$ cat config.mk
export PLATFORM = sky130hd
export DESIGN_NAME = vec_magnitude_iter
export DESIGN_NICKNAME = d
export VERILOG_FILES = /design/src/rtl/vec_mag_pkg.sv /design/src/rtl/isqrt_iter.sv /design/src/rtl/vec_magnitude_iter.sv
export SDC_FILE = /design/constraint.sdc
export NUM_CORES = 1
export LEC_CHECK = 0
export CAP_MARGIN = 20
export CORE_MARGIN = 3
export CORE_UTILIZATION = 35
export CTS_CLUSTER_DIAMETER = 80
export CTS_CLUSTER_SIZE = 16
export DETAILED_ROUTE_END_ITERATION = 12
export DONT_BUFFER_PORTS = 1
export PLACE_DENSITY_LB_ADDON = 0.12
export SLEW_MARGIN = 20
export SYNTH_ARGS = -nofsm -noshare
export SYNTH_HDL_FRONTEND = slang
export SYNTH_SLANG_ARGS = --single-unit
$ cat constraint.sdc
create_clock -name clk -period 9.1 [get_ports clk]
set_input_delay 1.82 -clock clk [delete_from_list [all_inputs] [get_ports clk]]
set_output_delay 1.82 -clock clk [all_outputs]
set_load 0.03 [all_outputs]
$ cat src/rtl/vec_mag_pkg.sv
`default_nettype none
// ============================================================================
// Module      : vec_mag_pkg
// Description : Shared types and width helpers for the vector-magnitude engine.
//               State encoding for the handshake FSM and derived-width
//               functions used by vec_magnitude_iter and isqrt_iter.
// Revision    : 1.0 - initial release
// ============================================================================
package vec_mag_pkg;

    // Handshake FSM states, explicit 2-bit encoding
    typedef enum logic [1:0] {
        IDLE   = 2'd0,
        SQUARE = 2'd1,
        ROOT   = 2'd2,
        DONE   = 2'd3
    } state_t;

    // Width of x^2 + y^2 for W-bit unsigned operands
    function automatic int sum_w(input int w);
        return 2 * w + 1;
    endfunction

    // Width of the magnitude: sqrt(2)*(2^W-1) < 2^(W+1)
    function automatic int out_w(input int w);
        return w + 1;
    endfunction

    // Width of a bit index that can address every root bit
    function automatic int idx_w(input int ow);
        return (ow > 2) ? $clog2(ow) : 1;
    endfunction

endpackage
`default_nettype wire

$ cat src/rtl/isqrt_iter.sv
`default_nettype none
// ============================================================================
// Module      : isqrt_iter
// Description : Bit-serial integer square root. Loads an operand on i_start,
//               then resolves one root bit per cycle from the MSB down.
//               o_rem always holds operand - root^2 for the bits resolved so
//               far; o_done pulses for one cycle after the last bit.
// Revision    : 1.0 - initial release
// ============================================================================
module isqrt_iter
    import vec_mag_pkg::*;
#(
    parameter int SUM_W = 17,
    parameter int OUT_W = 9
) (
    input  logic             clk,
    input  logic             rst,
    input  logic             i_start,
    input  logic [SUM_W-1:0] i_sum,
    output logic             o_done,
    output logic [OUT_W-1:0] o_root,
    output logic [SUM_W-1:0] o_rem
);

    localparam int               K_W      = idx_w(OUT_W);
    localparam int               D_W      = 2 * OUT_W;
    localparam logic [K_W-1:0]   c_K_LAST = K_W'(OUT_W - 1);

    logic             r_active;
    logic [K_W-1:0]   r_k;
    logic [SUM_W-1:0] r_rem;
    logic [OUT_W-1:0] r_root;
    logic             r_done;

    logic [K_W:0]     w_k_plus1;
    logic [D_W-1:0]   w_root_ext;
    logic [D_W-1:0]   w_rem_ext;
    logic [D_W-1:0]   w_delta;
    logic [OUT_W-1:0] w_bit;
    logic             w_take;

    // Setting bit k grows root^2 by (root << (k+1)) + (1 << 2k); take the bit
    // when that increment still fits inside the remaining remainder
    always_comb begin
        w_k_plus1  = {1'b0, r_k} + (K_W+1)'(1);
        w_root_ext = {{(D_W-OUT_W){1'b0}}, r_root};
        w_rem_ext  = {{(D_W-SUM_W){1'b0}}, r_rem};
        w_delta    = (w_root_ext << w_k_plus1) + (D_W'(1) << {r_k, 1'b0});
        w_take     = (w_delta <= w_rem_ext);
        w_bit      = OUT_W'(1) << r_k;
    end

    // Load on start, then one restoring step per cycle until bit 0 is done
    always_ff @(posedge clk) begin
        if (rst) begin
            r_active <= 1'b0;
            r_k      <= '0;
            r_rem    <= '0;
            r_root   <= '0;
            r_done   <= 1'b0;
        end else begin
            r_done <= 1'b0;
            if (i_start) begin
                r_active <= 1'b1;
                r_k      <= c_K_LAST;
                r_rem    <= i_sum;
                r_root   <= '0;
            end else if (r_active) begin
                if (w_take) begin
                    r_rem  <= r_rem - w_delta[SUM_W-1:0];
                    r_root <= r_root | w_bit;
                end
                if (r_k == '0) begin
                    r_active <= 1'b0;
                    r_done   <= 1'b1;
                end else begin
                    r_k <= r_k - K_W'(1);
                end
            end
        end
    end

    assign o_done = r_done;
    assign o_root = r_root;
    assign o_rem  = r_rem;

endmodule
`default_nettype wire

$ cat src/rtl/vec_magnitude_iter.sv
`default_nettype none
// ============================================================================
// Module      : vec_magnitude_iter
// Description : Euclidean magnitude floor(sqrt(x^2 + y^2)) of two unsigned
//               W-bit operands, valid/ready on both sides, one operation in
//               flight. Optional round-to-nearest when VEC_MAG_ROUND_EN is
//               defined.
// Revision    : 1.0 - initial release
// ============================================================================
module vec_magnitude_iter
    import vec_mag_pkg::*;
#(
    parameter  int W     = 8,
    localparam int SUM_W = sum_w(W),
    localparam int OUT_W = out_w(W)
) (
    input  logic             clk,
    input  logic             rst,
    input  logic             in_valid,
    output logic             in_ready,
    input  logic [W-1:0]     x,
    input  logic [W-1:0]     y,
    output logic             out_valid,
    input  logic             out_ready,
    output logic [OUT_W-1:0] mag,
    output logic             busy
);

    state_t           r_state;
    state_t           w_next;

    logic [W-1:0]     r_x;
    logic [W-1:0]     r_y;
    logic [OUT_W-1:0] r_mag;

    logic [2*W-1:0]   w_xx;
    logic [2*W-1:0]   w_yy;
    logic [SUM_W-1:0] w_sum;
    logic             w_start;
    logic             w_root_done;
    logic [OUT_W-1:0] w_root;
    logic [SUM_W-1:0] w_rem;
    logic [OUT_W-1:0] w_result;

    // Full-width sum of squares; fed to the root engine during SQUARE
    always_comb begin
        w_xx  = {{W{1'b0}}, r_x} * {{W{1'b0}}, r_x};
        w_yy  = {{W{1'b0}}, r_y} * {{W{1'b0}}, r_y};
        w_sum = {1'b0, w_xx} + {1'b0, w_yy};
    end

    isqrt_iter #(
        .SUM_W (SUM_W),
        .OUT_W (OUT_W)
    ) u_isqrt (
        .clk     (clk),
        .rst     (rst),
        .i_start (w_start),
        .i_sum   (w_sum),
        .o_done  (w_root_done),
        .o_root  (w_root),
        .o_rem   (w_rem)
    );

`ifdef VEC_MAG_ROUND_EN
    logic w_round_up;

    // Round to nearest: sum - root^2 > root means sqrt(sum) >= root + 0.5
    always_comb begin
        w_round_up = ({{(SUM_W-OUT_W){1'b0}}, w_root} < w_rem);
        w_result   = w_root + {{(OUT_W-1){1'b0}}, w_round_up};
    end
`else
    logic w_unused_rem;

    // Truncating build: the final remainder is not needed
    always_comb begin
        w_result = w_root;
    end
    assign w_unused_rem = ^w_rem;
`endif

    // State register
    always_ff @(posedge clk) begin
        if (rst) begin
            r_state <= IDLE;
        end else begin
            r_state <= w_next;
        end
    end

    // Next-state: one pass IDLE -> SQUARE -> ROOT -> DONE, held in DONE by backpressure
    always_comb begin
        w_next = r_state;
        case (r_state)
            IDLE:    if (in_valid)    w_next = SQUARE;
            SQUARE:                   w_next = ROOT;
            ROOT:    if (w_root_done) w_next = DONE;
            DONE:    if (out_ready)   w_next = IDLE;
            default:                  w_next = IDLE;
        endcase
    end

    // State-decoded handshake outputs and root-engine start
    always_comb begin
        in_ready  = 1'b0;
        out_valid = 1'b0;
        busy      = 1'b1;
        w_start   = 1'b0;
        case (r_state)
            IDLE: begin
                in_ready = 1'b1;
                busy     = 1'b0;
            end
            SQUARE:  w_start   = 1'b1;
            DONE:    out_valid = 1'b1;
            default: ;
        endcase
    end

    // Operand capture on acceptance, result capture on DONE entry
    always_ff @(posedge clk) begin
        if (rst) begin
            r_x   <= '0;
            r_y   <= '0;
            r_mag <= '0;
        end else begin
            if (in_valid && in_ready) begin
                r_x <= x;
                r_y <= y;
            end
            if ((r_state == ROOT) && w_root_done) begin
                r_mag <= w_result;
            end
        end
    end

    assign mag = r_mag;

endmodule
`default_nettype wire

## Word level (Yosys, flattened, before mapping)

Cells that the tools add are included.

| operators by class | value |
|---|---|
| shift-type cells | 3 |
| multipliers | 2 |
| eq/ne operators | 7 |
| order comparisons | 1 |
| reduce and logical (&&, ||, !) cells | 13 |
| bitwise operators | 3 |
| mux-type cells | 18 |
| add/sub/neg operators | 5 |

Operators by type and width:

| kind | count |
|---|---|
| two-way mux 17 bit | 3 |
| multiplier 8 x 8 -> 16 bit | 2 |
| adder 18 bit | 1 |
| less-or-equal comparator 18 x 17 -> 1 bit | 1 |
| << shifter 1 x 5 -> 18 bit (first input constant) | 1 |
| << shifter 9 x 5 -> 18 bit | 1 |
| adder 16 x 16 -> 17 bit | 1 |
| subtractor 17 bit | 1 |
| two-way mux 4 bit | 3 |
| OR 9 bit | 1 |
| << shifter 1 x 4 -> 9 bit (first input constant) | 1 |
| two-way mux 1 bit | 8 |
| one-hot mux 2 bit (4 select lines) | 1 |
| AND reduction 2 bit | 4 |
| two-way mux 2 bit | 3 |
| adder 4 x 1 -> 5 bit (second input constant) | 1 |
| == test 2 bit (second input constant) | 2 |
| zero test 4 bit | 1 |
| inequality test 2 x 1 -> 1 bit (second input constant) | 2 |
| inequality test 2 bit (second input constant) | 2 |
| nonzero test 2 bit | 2 |
| subtractor 4 x 1 -> 4 bit (second input constant) | 1 |
| AND reduction 3 bit | 1 |
| OR reduction 3 bit | 1 |
| other kinds (5) | 7 |

| storage, ports and cells | value |
|---|---|
| output and inout port bits | 12 |
| word-level logic and storage cells | 62 |
| input bits | 20 |
| register bits | 59 |

## Longest topological paths before layout

Gate-level depths: netlist of run 1.

| logic depth | value |
|---|---|
| depth after elaboration | 7 |
| mapped depth | 34 |
| mapped depth without buffers | 27 |

## Cells and area by module

A second synthesis of run 1 with hierarchy kept.

| unflattened totals | value |
|---|---|
| cells, all modules | 1,036 |
| area, all modules | 8,544.4 um2 |

By module, submodules not included:

| module | instances | cells an instance | area an instance (um2) |
|---|---|---|---|
| vec_magnitude_iter | 1 | 522 | 4,625.7 |
| isqrt_iter | 1 | 514 | 3,918.8 |

## Worst setup path after synthesis of run 1

OpenSTA, ideal clock, no wires.

| timing path | value |
|---|---|
| path type | register to register |
| start point | register u_isqrt.r_k[0] |
| end point | register u_isqrt.r_rem[10] (netlist: u_isqrt.o_rem[10]) |
| path slack | 2.812 ns |
| data required time | 9.026 ns |
| arrival time | 6.213 ns |
| library setup time | 0.074 ns |
| period minus slack after synthesis | 6.288 ns |
| cell stages (with the launch flop) | 33 |
| cell sequence | dfxtp_1 > buf_6 > clkbuf_1 > inv_1 > ha_1 > buf_6 > clkbuf_1 > o21ai_0 > nand2_1 > o31ai_1 > and3_1 > ha_1 > nand2_1 > nor3_1 > a31oi_1 > o31ai_1 > a31oi_1 > o21bai_1 > a21oi_1 > o21ba_2 > mux2i_1 > ha_1 > clkbuf_1 > and4_1 > a311oi_1 > o21ai_0 > o21bai_1 > a21oi_1 > o21ai_0 > a31oi_4 > clkbuf_1 > o21ai_1 > a31oi_1 |

| between the ends | value |
|---|---|
| word-level cells in the longest chain between the ends | 7 |

Ends and longest elaborated chain:

| what | RTL line | RTL |
|---|---|---|
| from (decl) | isqrt_iter.sv:30 | `logic [K_W-1:0] r_k;` |
| from (signal assigned) | isqrt_iter.sv:65 | `r_k <= c_K_LAST;` |
| from (signal assigned) | isqrt_iter.sv:77 | `r_k <= r_k - K_W'(1);` |
| adder 4 x 1 -> 5 bit (*) | isqrt_iter.sv:45 | `w_k_plus1 = {1'b0, r_k} + (K_W+1)'(1);` |
| via u_isqrt.w_k_plus1[0] | isqrt_iter.sv:35 | `logic [K_W:0] w_k_plus1;` |
| << shifter 9 x 5 -> 18 bit (*) | isqrt_iter.sv:48 | `w_delta = (w_root_ext << w_k_plus1) + (D_W'(1) << {r_k, 1'b0});` |
| adder 18 bit (*) | isqrt_iter.sv:48 |  |
| subtractor 17 bit | isqrt_iter.sv:70 | `r_rem <= r_rem - w_delta[SUM_W-1:0];` |
| two-way mux 17 bit | isqrt_iter.sv:69 | `if (w_take) begin` |
| two-way mux 17 bit | isqrt_iter.sv:68 | `end else if (r_active) begin` |
| two-way mux 17 bit | isqrt_iter.sv:63 | `if (i_start) begin` |
| to (signal assigned) | isqrt_iter.sv:66 | `r_rem <= i_sum;` |
| to (signal assigned) | isqrt_iter.sv:70 |  |
| to (decl) | isqrt_iter.sv:31 | `logic [SUM_W-1:0] r_rem;` |

The timed path passes the listed nets; every way through them passes the cells marked *. The select of a mux whose other input is x is not followed.
A chain may end at the register's enable or synchronous reset.

## Final worst setup path of run 1

| timing path | value |
|---|---|
| start point | register u_isqrt.r_k[0] |
| end point | register u_isqrt.r_rem[15] (netlist: u_isqrt.o_rem[15]) |

| between the ends | value |
|---|---|
| word-level cells in the longest chain between the ends | 7 |

Ends and longest elaborated chain:

| what | RTL line |
|---|---|
| adder 4 x 1 -> 5 bit | isqrt_iter.sv:45 |
| << shifter 9 x 5 -> 18 bit | isqrt_iter.sv:48 |
| adder 18 bit (*) | isqrt_iter.sv:48 |
| subtractor 17 bit | isqrt_iter.sv:70 |
| two-way mux 17 bit | isqrt_iter.sv:69 |
| two-way mux 17 bit | isqrt_iter.sv:68 |
| two-way mux 17 bit | isqrt_iter.sv:63 |

Every way passes the cells marked *; elsewhere a longest branch is shown, timed or not. The select of a mux whose other input is x is not followed.

==> flow_summary.yaml, run 1 <==
global_routing:
  grt_util_met3_pct: 2.99
  grt_pass1_wl_um: 35200
  antenna_found_initial: 0
  busiest_layer: "met2"
  met1_usage_pct: 23.6
  grt_usage_pct: 17.0
  grt_max_degree: 46
  grt_util_met2_pct: 27.6
  overflow: 0
  grt_pass1_vias: 6620
synthesis:
  synth_edf_count: 0
  yosysSeqAreaShare_pct: 14.1
  ys_warn_count: 0
  syn_area_um2: 8350
  avgSynthCellArea_um2: 8.24
  synth.largest_area_cell: "fa_1"
  ys_types: 62
  async_flop_share_pct: 0
  ys.flop_type: "dfxtp_1"
  synth.top_cells.by_area: "fa_1 18%, ha_1 16%, dfxtp_1 14%"
  synth.top_cell.area_share_pct: 18.5
  syn_nets: 1220
  synthCells: 1013
  ys_ff_latch: 59
setup_path:
  start_kind: "register"
  cp.required_ns: 9.32
  cp_max_fo: 23
  cp.arrival_ns: 7.09
  regToRegSetupSlack_ns: 2.23
  critical_path_class: "reg2reg"
  endpoint_kind: "register"
placement:
  portBuffers: 0
  dp_hpwl_um: 17200
  dp.cells: 1287
  place_ws_ns: 2.29
  dpl_cell_area_um2: 8570
  routabilityCongestion: 0.860
flow_run:
  cap_violations: 0
routing:
  wl_um: 21000
  dr.pass1.iters: 5
  drtAntennaViolNets: 0
  drc_errors: 0
  drt-wirelength-per-cell_um: 16.1
  vias: 6640
  drt_iter0_drc: 305
  vias_per_cell: 5.10
timing:
  min_period_ns: 6.87
  rsz0062_at_grt: "false"
  clock_skew_ns: 0.0148
  period_share_pct: 75.5
  clock.fmax_ghz: 0.146
  worstMarginPinSlew_ns: 0.788
  worst_slack_ns: 2.23
  relSlewSlack_pct: 46.0
  holdWs_ns: 0.491
  slew_viol_final: 0
  tns_ns: 0
  setup_viol_count_final: 0
  hold_viol: 0
clock_tree:
  htreeDepth: 3
  cts_resized: 0
  clk_latency_ns: 0.35
  cts-buffers-inserted: 9
  cts_buffer_depth: 2
  cts_sinks: 59
  cts_tree: "done"
  postCtsSetupBuffers: 0
  cts_root_buffer: "clkbuf_16"
  clk_pin_slew_ns: 0.06
  hold_buffers: 0
floorplanning:
  rows: 55
  dieArea_um2: 25700
  ioPinCount: 32
  start_util_pct: 36.2
  coreArea_um2: 23100
  die_y_um: 160
  chipWidth_um: 160
cells_and_area:
  fill_cells: 2418
  layout_commonest_cell: "inv_1"
  diodes: 0
  layout-drive-gt1-share_pct: 4.24
  mostFrequentLayoutCells: "162 x inv_1, 110 x ha_1, 105 x nand2_1, 77 x fa_1, 65 x a21oi_1"
  area_delta_synth_final_pct: 6.34
  final_area_um2: 8880
  nets: 1192
  finalNonFillerCells: 1303
  final_util_pct: 38.5
pwr:
  power.density_nw_per_um2: 235
  power_leakage_nw: 4.14
  ir_drop_mv: 0.217
  power.total_mw: 2.08
status:
  status: "finished, final reports clean"
min_path:
  hold_path_class: "reg2reg"
-- worst max-delay path, stage by stage, from the launching register on --
cell and delay, ns:
dfxtp_1 0.31, buf_4 0.21, ha_1 0.28, ha_1 0.75, inv_2 0.21, nor3_1 0.26, ha_1 0.21, nand2_1 0.06
nor3_1 0.17, a31oi_1 0.14, o31ai_1 0.40, a31oi_1 0.19, o21bai_1 0.24, a21oi_1 0.15, o21ba_2 0.23, mux2i_1 0.14
ha_1 0.33, and4_1 0.27, a311oi_1 0.25, o21ai_0 0.12, o21bai_1 0.18, a21oi_1 0.24, o2111ai_1 0.26, mux2i_4 0.58
nor2_4 0.16, o311a_1 0.38
-- kinds of logic after synthesis --
logic type      synth area share (%)
buf+inv                         9.62
compound gates                  15.1
fa+ha+maj                       35.0
flops                           14.1
mux                             3.42
simple gates                    17.3
xor+xnor                        5.44
-- layer usage --
metal | up-vias | part of all wire, % | wire, um
li1 | 3302 | - | -
met1 | 3205 | 49 | 10200
met2 | 116 | 46 | 9620
met3 | 17 | 4.0 | 831
met4 | 0 | 1.5 | 319
met5 | - | 0 | 0
-- Yosys cell counts (8+ instances only) --
| cell type | number |
|---|---|
| mux2i_1 | 9 |
| nand3_1 | 36 |
| xor2_1 | 19 |
| nand2_1 | 105 |
| o21ai_0 | 29 |
| and3_1 | 9 |
| and2_1 | 47 |
| nor2b_1 | 12 |
| inv_1 | 162 |
| a21o_1 | 11 |
| nor2_1 | 42 |
| nor3_1 | 21 |
| o21ai_1 | 14 |
| clkbuf_1 | 33 |
| a211oi_1 | 11 |
| fa_1 | 77 |
| a21oi_1 | 65 |
| dfxtp_1 | 59 |
| xnor2_1 | 31 |
| ha_1 | 110 |
| o21a_1 | 8 |
| or3_1 | 8 |
-- cell type report --
| cell class | count | area [um^2] | share of cell area (%) |
|---|---|---|---|
| clock buffer | 9 | 225 | 2.54 |
| multi-input combinational | 749 | 6360 | 71.7 |
| timing repair buffer | 3 | 22.5 | 0.254 |
| tap | 313 | 392 | 4.41 |
| clock inverter | 7 | 81.3 | 0.916 |
| sequential | 59 | 1180 | 13.3 |
| inverter | 163 | 612 | 6.89 |
-- path summary, 6_finish.rpt --
path                     startpoint                 to  depth (start not counted)
setup / recovery     u_isqrt.r_k[0]  u_isqrt.o_rem[15]                         25
hold / removal    u_isqrt.o_rem[16]  u_isqrt.o_rem[16]                          2
setup reg to reg     u_isqrt.r_k[0]  u_isqrt.o_rem[15]                         25
hold reg to reg   u_isqrt.o_rem[16]  u_isqrt.o_rem[16]                          2
-- flip-flops by register name, summed over array words and instances (netlist names) --
signal,flops
mag,9
u_isqrt.r_active,1
r_x,8
u_isqrt.r_k,4
r_y,8
u_isqrt.o_rem,17
r_state,2
u_isqrt.o_done,1
u_isqrt.o_root,9
-- power by group --
group          internal [mW]  leakage [nW]  switching [mW]  total, mW
combinational          0.510          3.51           0.802       1.31
sequential             0.315         0.481          0.0910      0.406
clock                  0.216         0.147           0.147      0.364
No activity file was read; power rests on OpenSTA's default activity.
==> run 2: changes to the inputs <==
--- a/config.mk
+++ b/config.mk
@@ -5,6 +5,7 @@
 export SDC_FILE = /design/constraint.sdc
 export NUM_CORES = 1
 export LEC_CHECK = 0
+export ABC_AREA = 1
 export CAP_MARGIN = 20
 export CORE_MARGIN = 3
 export CORE_UTILIZATION = 35
==> constraint.sdc (replaced) <==
create_clock -name clk -period 6.35 [get_ports clk]
set_input_delay 1.27 -clock clk [delete_from_list [all_inputs] [get_ports clk]]
set_output_delay 1.27 -clock clk [all_outputs]
set_load 0.03 [all_outputs]
==> run 2 against run 1 <==
Via count grew 10%; wire length grew 5.3%; cell area grew 3.1%; setup slack lost 1.6 ns; register-to-register slack lost 1.6 ns; maximum frequency grew 21%; critical path depth shrank 4; combinational power grew 100%; clock skew shrank 0.0086 ns; power grew 83%.
==> flow_summary.yaml, run 2 <==
clock_tree:
  clk_latency_ns: 0.35
  cts_root_buffer: "clkbuf_16"
  postCtsSetupBuffers: 0
  cts_sinks: 59
  hold_buffers: 0
  cts_tree: "done"
  clk_pin_slew_ns: 0.06
  cts_resized: 0
  cts-buffers-inserted: 9
  htreeDepth: 3
  cts_buffer_depth: 2
synthesis:
  syn_nets: 1444
  yosysMostFrequentCell: "inv_1"
  synth.largest_area_cell: "fa_1"
  syn_area_um2: 8600
  synth_edf_count: 0
  avgSynthCellArea_um2: 6.95
  ys_warn_count: 0
  ys.flop_type: "dfxtp_1"
  synthCells: 1237
  ys_ff_latch: 59
  async_flop_share_pct: 0
  yosysSeqAreaShare_pct: 13.7
  ys_types: 46
  synth.top_cells.by_area: "fa_1 18%, ha_1 16%, dfxtp_1 14%"
  synth.top_cell.area_share_pct: 17.9
  yosys-top-cells-count: "263 x inv_1, 254 x nand2_1, 110 x ha_1"
floorplanning:
  start_util_pct: 36.1
  chipWidth_um: 163
  dieArea_um2: 26500
  rows: 56
  ioPinCount: 32
  coreArea_um2: 23800
  die_y_um: 163
timing:
  tns_ns: 0
  slew_viol_final: 0
  clock_skew_ns: 0.00628
  relSlewSlack_pct: 43.0
  rsz0062_at_grt: "false"
  hold_viol: 0
  worst_slack_ns: 0.652
  holdWs_ns: 0.491
  clock.fmax_ghz: 0.176
  min_period_ns: 5.70
  period_share_pct: 89.7
  setup_viol_count_final: 0
  worstMarginPinSlew_ns: 0.855
setup_path:
  regToRegSetupSlack_ns: 0.65
  r2r.worst_path.cells: 21
  endpoint_kind: "register"
  cp.required_ns: 6.59
  cp_cell_sequence: "nand2_1 > fa_1 > fa_1 > inv_1 > fa_1 > fa_1 > fa_1 > inv_1 > fa_1 > inv_1 > ha_1 > nand2_1 > o21a_1 > o21ai_0 > a21oi_1 > o21ai_0 > nand2_1 > nand2_1 > o21ai_0 > a21oi_1 > nor2_1"
  start_kind: "register"
  timing.rr.end: "u_isqrt.o_rem[14]"
  crit_top_cell: "fa_1"
  slowest_delay_ns: 0.58
  cp_max_fo: 11
  cp.arrival_ns: 5.94
  critical_path_class: "reg2reg"
  rr_startpoint: "r_x[4]"
  slowest_stage: "dfxtp_1"
global_routing:
  grt_pass1_vias: 7387
  grt_max_degree: 34
  grt_usage_pct: 17.7
  grt_pass1_wl_um: 37300
  antenna_found_initial: 0
  overflow: 0
status:
  status: "finished, final reports clean"
min_path:
  worstHoldPathCells: 2
  hold_path_startpoint: "u_isqrt.r_active"
  min_to: "u_isqrt.o_done"
  hold_path_class: "reg2reg"
routing:
  drtAntennaViolNets: 0
  vias_per_cell: 4.79
  drt-wirelength-per-cell_um: 14.4
  wl_um: 22100
  dr.pass1.iters: 6
  drt_iter0_drc: 402
  vias: 7335
  drc_errors: 0
cells_and_area:
  largest_reg_flops: 17
  diodes: 0
  layout-drive-gt1-share_pct: 5.36
  fill_cells: 2596
  area_delta_synth_final_pct: 6.42
  final_util_pct: 38.4
  layout_commonest_cell: "inv_1"
  nets: 1415
  mostFrequentLayoutCells: "263 x inv_1, 254 x nand2_1, 110 x ha_1, 93 x a21oi_1, 79 x nor2_1"
flow_run:
  cap_violations: 0
pwr:
  ir_drop_mv: 0.193
  power.total_mw: 3.82
  power_leakage_nw: 4.89
  power.density_nw_per_um2: 417
placement:
  portBuffers: 0
  place_ws_ns: 0.668
  dp_hpwl_um: 18400
  routabilityCongestion: 0.841
## run 2: cell count changes in the layout (fill, tap and decap cells not counted), sizes merged, moves of 29 or more
| cell | delta |
|---|---|
| nand2 | +165 |
| inv | +103 |
| and2 | -48 |
| nor2 | +39 |
| a21oi | +38 |
| nand3 | +33 |
| o21ai | +29 |
## run 2: area by class of cell
class                   instances  area, um^2  share of cell area (%)
multi-input cells             864        6200                    67.7
flip-flops and latches         59        1180                    12.9
inverters                     270        1020                    11.1
clock inverters                 7         100                    1.09
well taps                     319         399                    4.36
repair buffers                  4        30.0                   0.328
clock buffers                   9         225                    2.46
## run 2: stage by stage
step                      area (um^2)  std cells
after floorplan                  8600       1237
after detailed placement         8830       1516
final                            9150       1532
after CTS                        9150       1532
after global routing             9150       1532
after global placement           8830       1516
## run 2: worst max path at each step
stage | cells after the start | startpoint | to
floorplan | 22 | r_x[1] | u_isqrt.o_rem[14]
global placement | 21 | r_x[0] | u_isqrt.o_rem[14]
detailed placement | 21 | r_x[4] | u_isqrt.o_rem[14]
CTS | 21 | r_x[4] | u_isqrt.o_rem[14]
global route | 21 | r_x[4] | u_isqrt.o_rem[14]
finish | 21 | r_x[4] | u_isqrt.o_rem[14]
## run 2: report_power, final
part	leakage (nW)	internal, mW	total, mW	switching (mW)
Clock	0.160	0.347	0.561	0.214
Sequential	0.482	0.447	0.572	0.125
Combinational	4.24	0.953	2.68	1.73
## run 2: logic make-up after synthesis
family / synth area share [%]
mux: 0.233
buf+inv: 14.2
flops: 13.7
simple gates: 22.9
xor+xnor: 2.44
compound gates: 12.6
fa+ha+maj: 33.9
## run 2: worst max-delay path: cells and delay by family (launching register included)
kind / cells / cell delay (ns)
buffers and inverters: 3 / 0.14
and+or+nand+nor: 5 / 0.43
adders and majority gates: 7 / 3.37
DFF: 1 / 0.58
AOI/OAI and AO/OA: 6 / 1.05
## run 2: metal layers
metal	GRT usage, %	wire [um]	up-vias
met5	0	0	-
met4	4.11	286	0
met3	2.37	718	18
met2	30.0	10300	136
met1	24.1	10700	3389
li1	-	-	3792
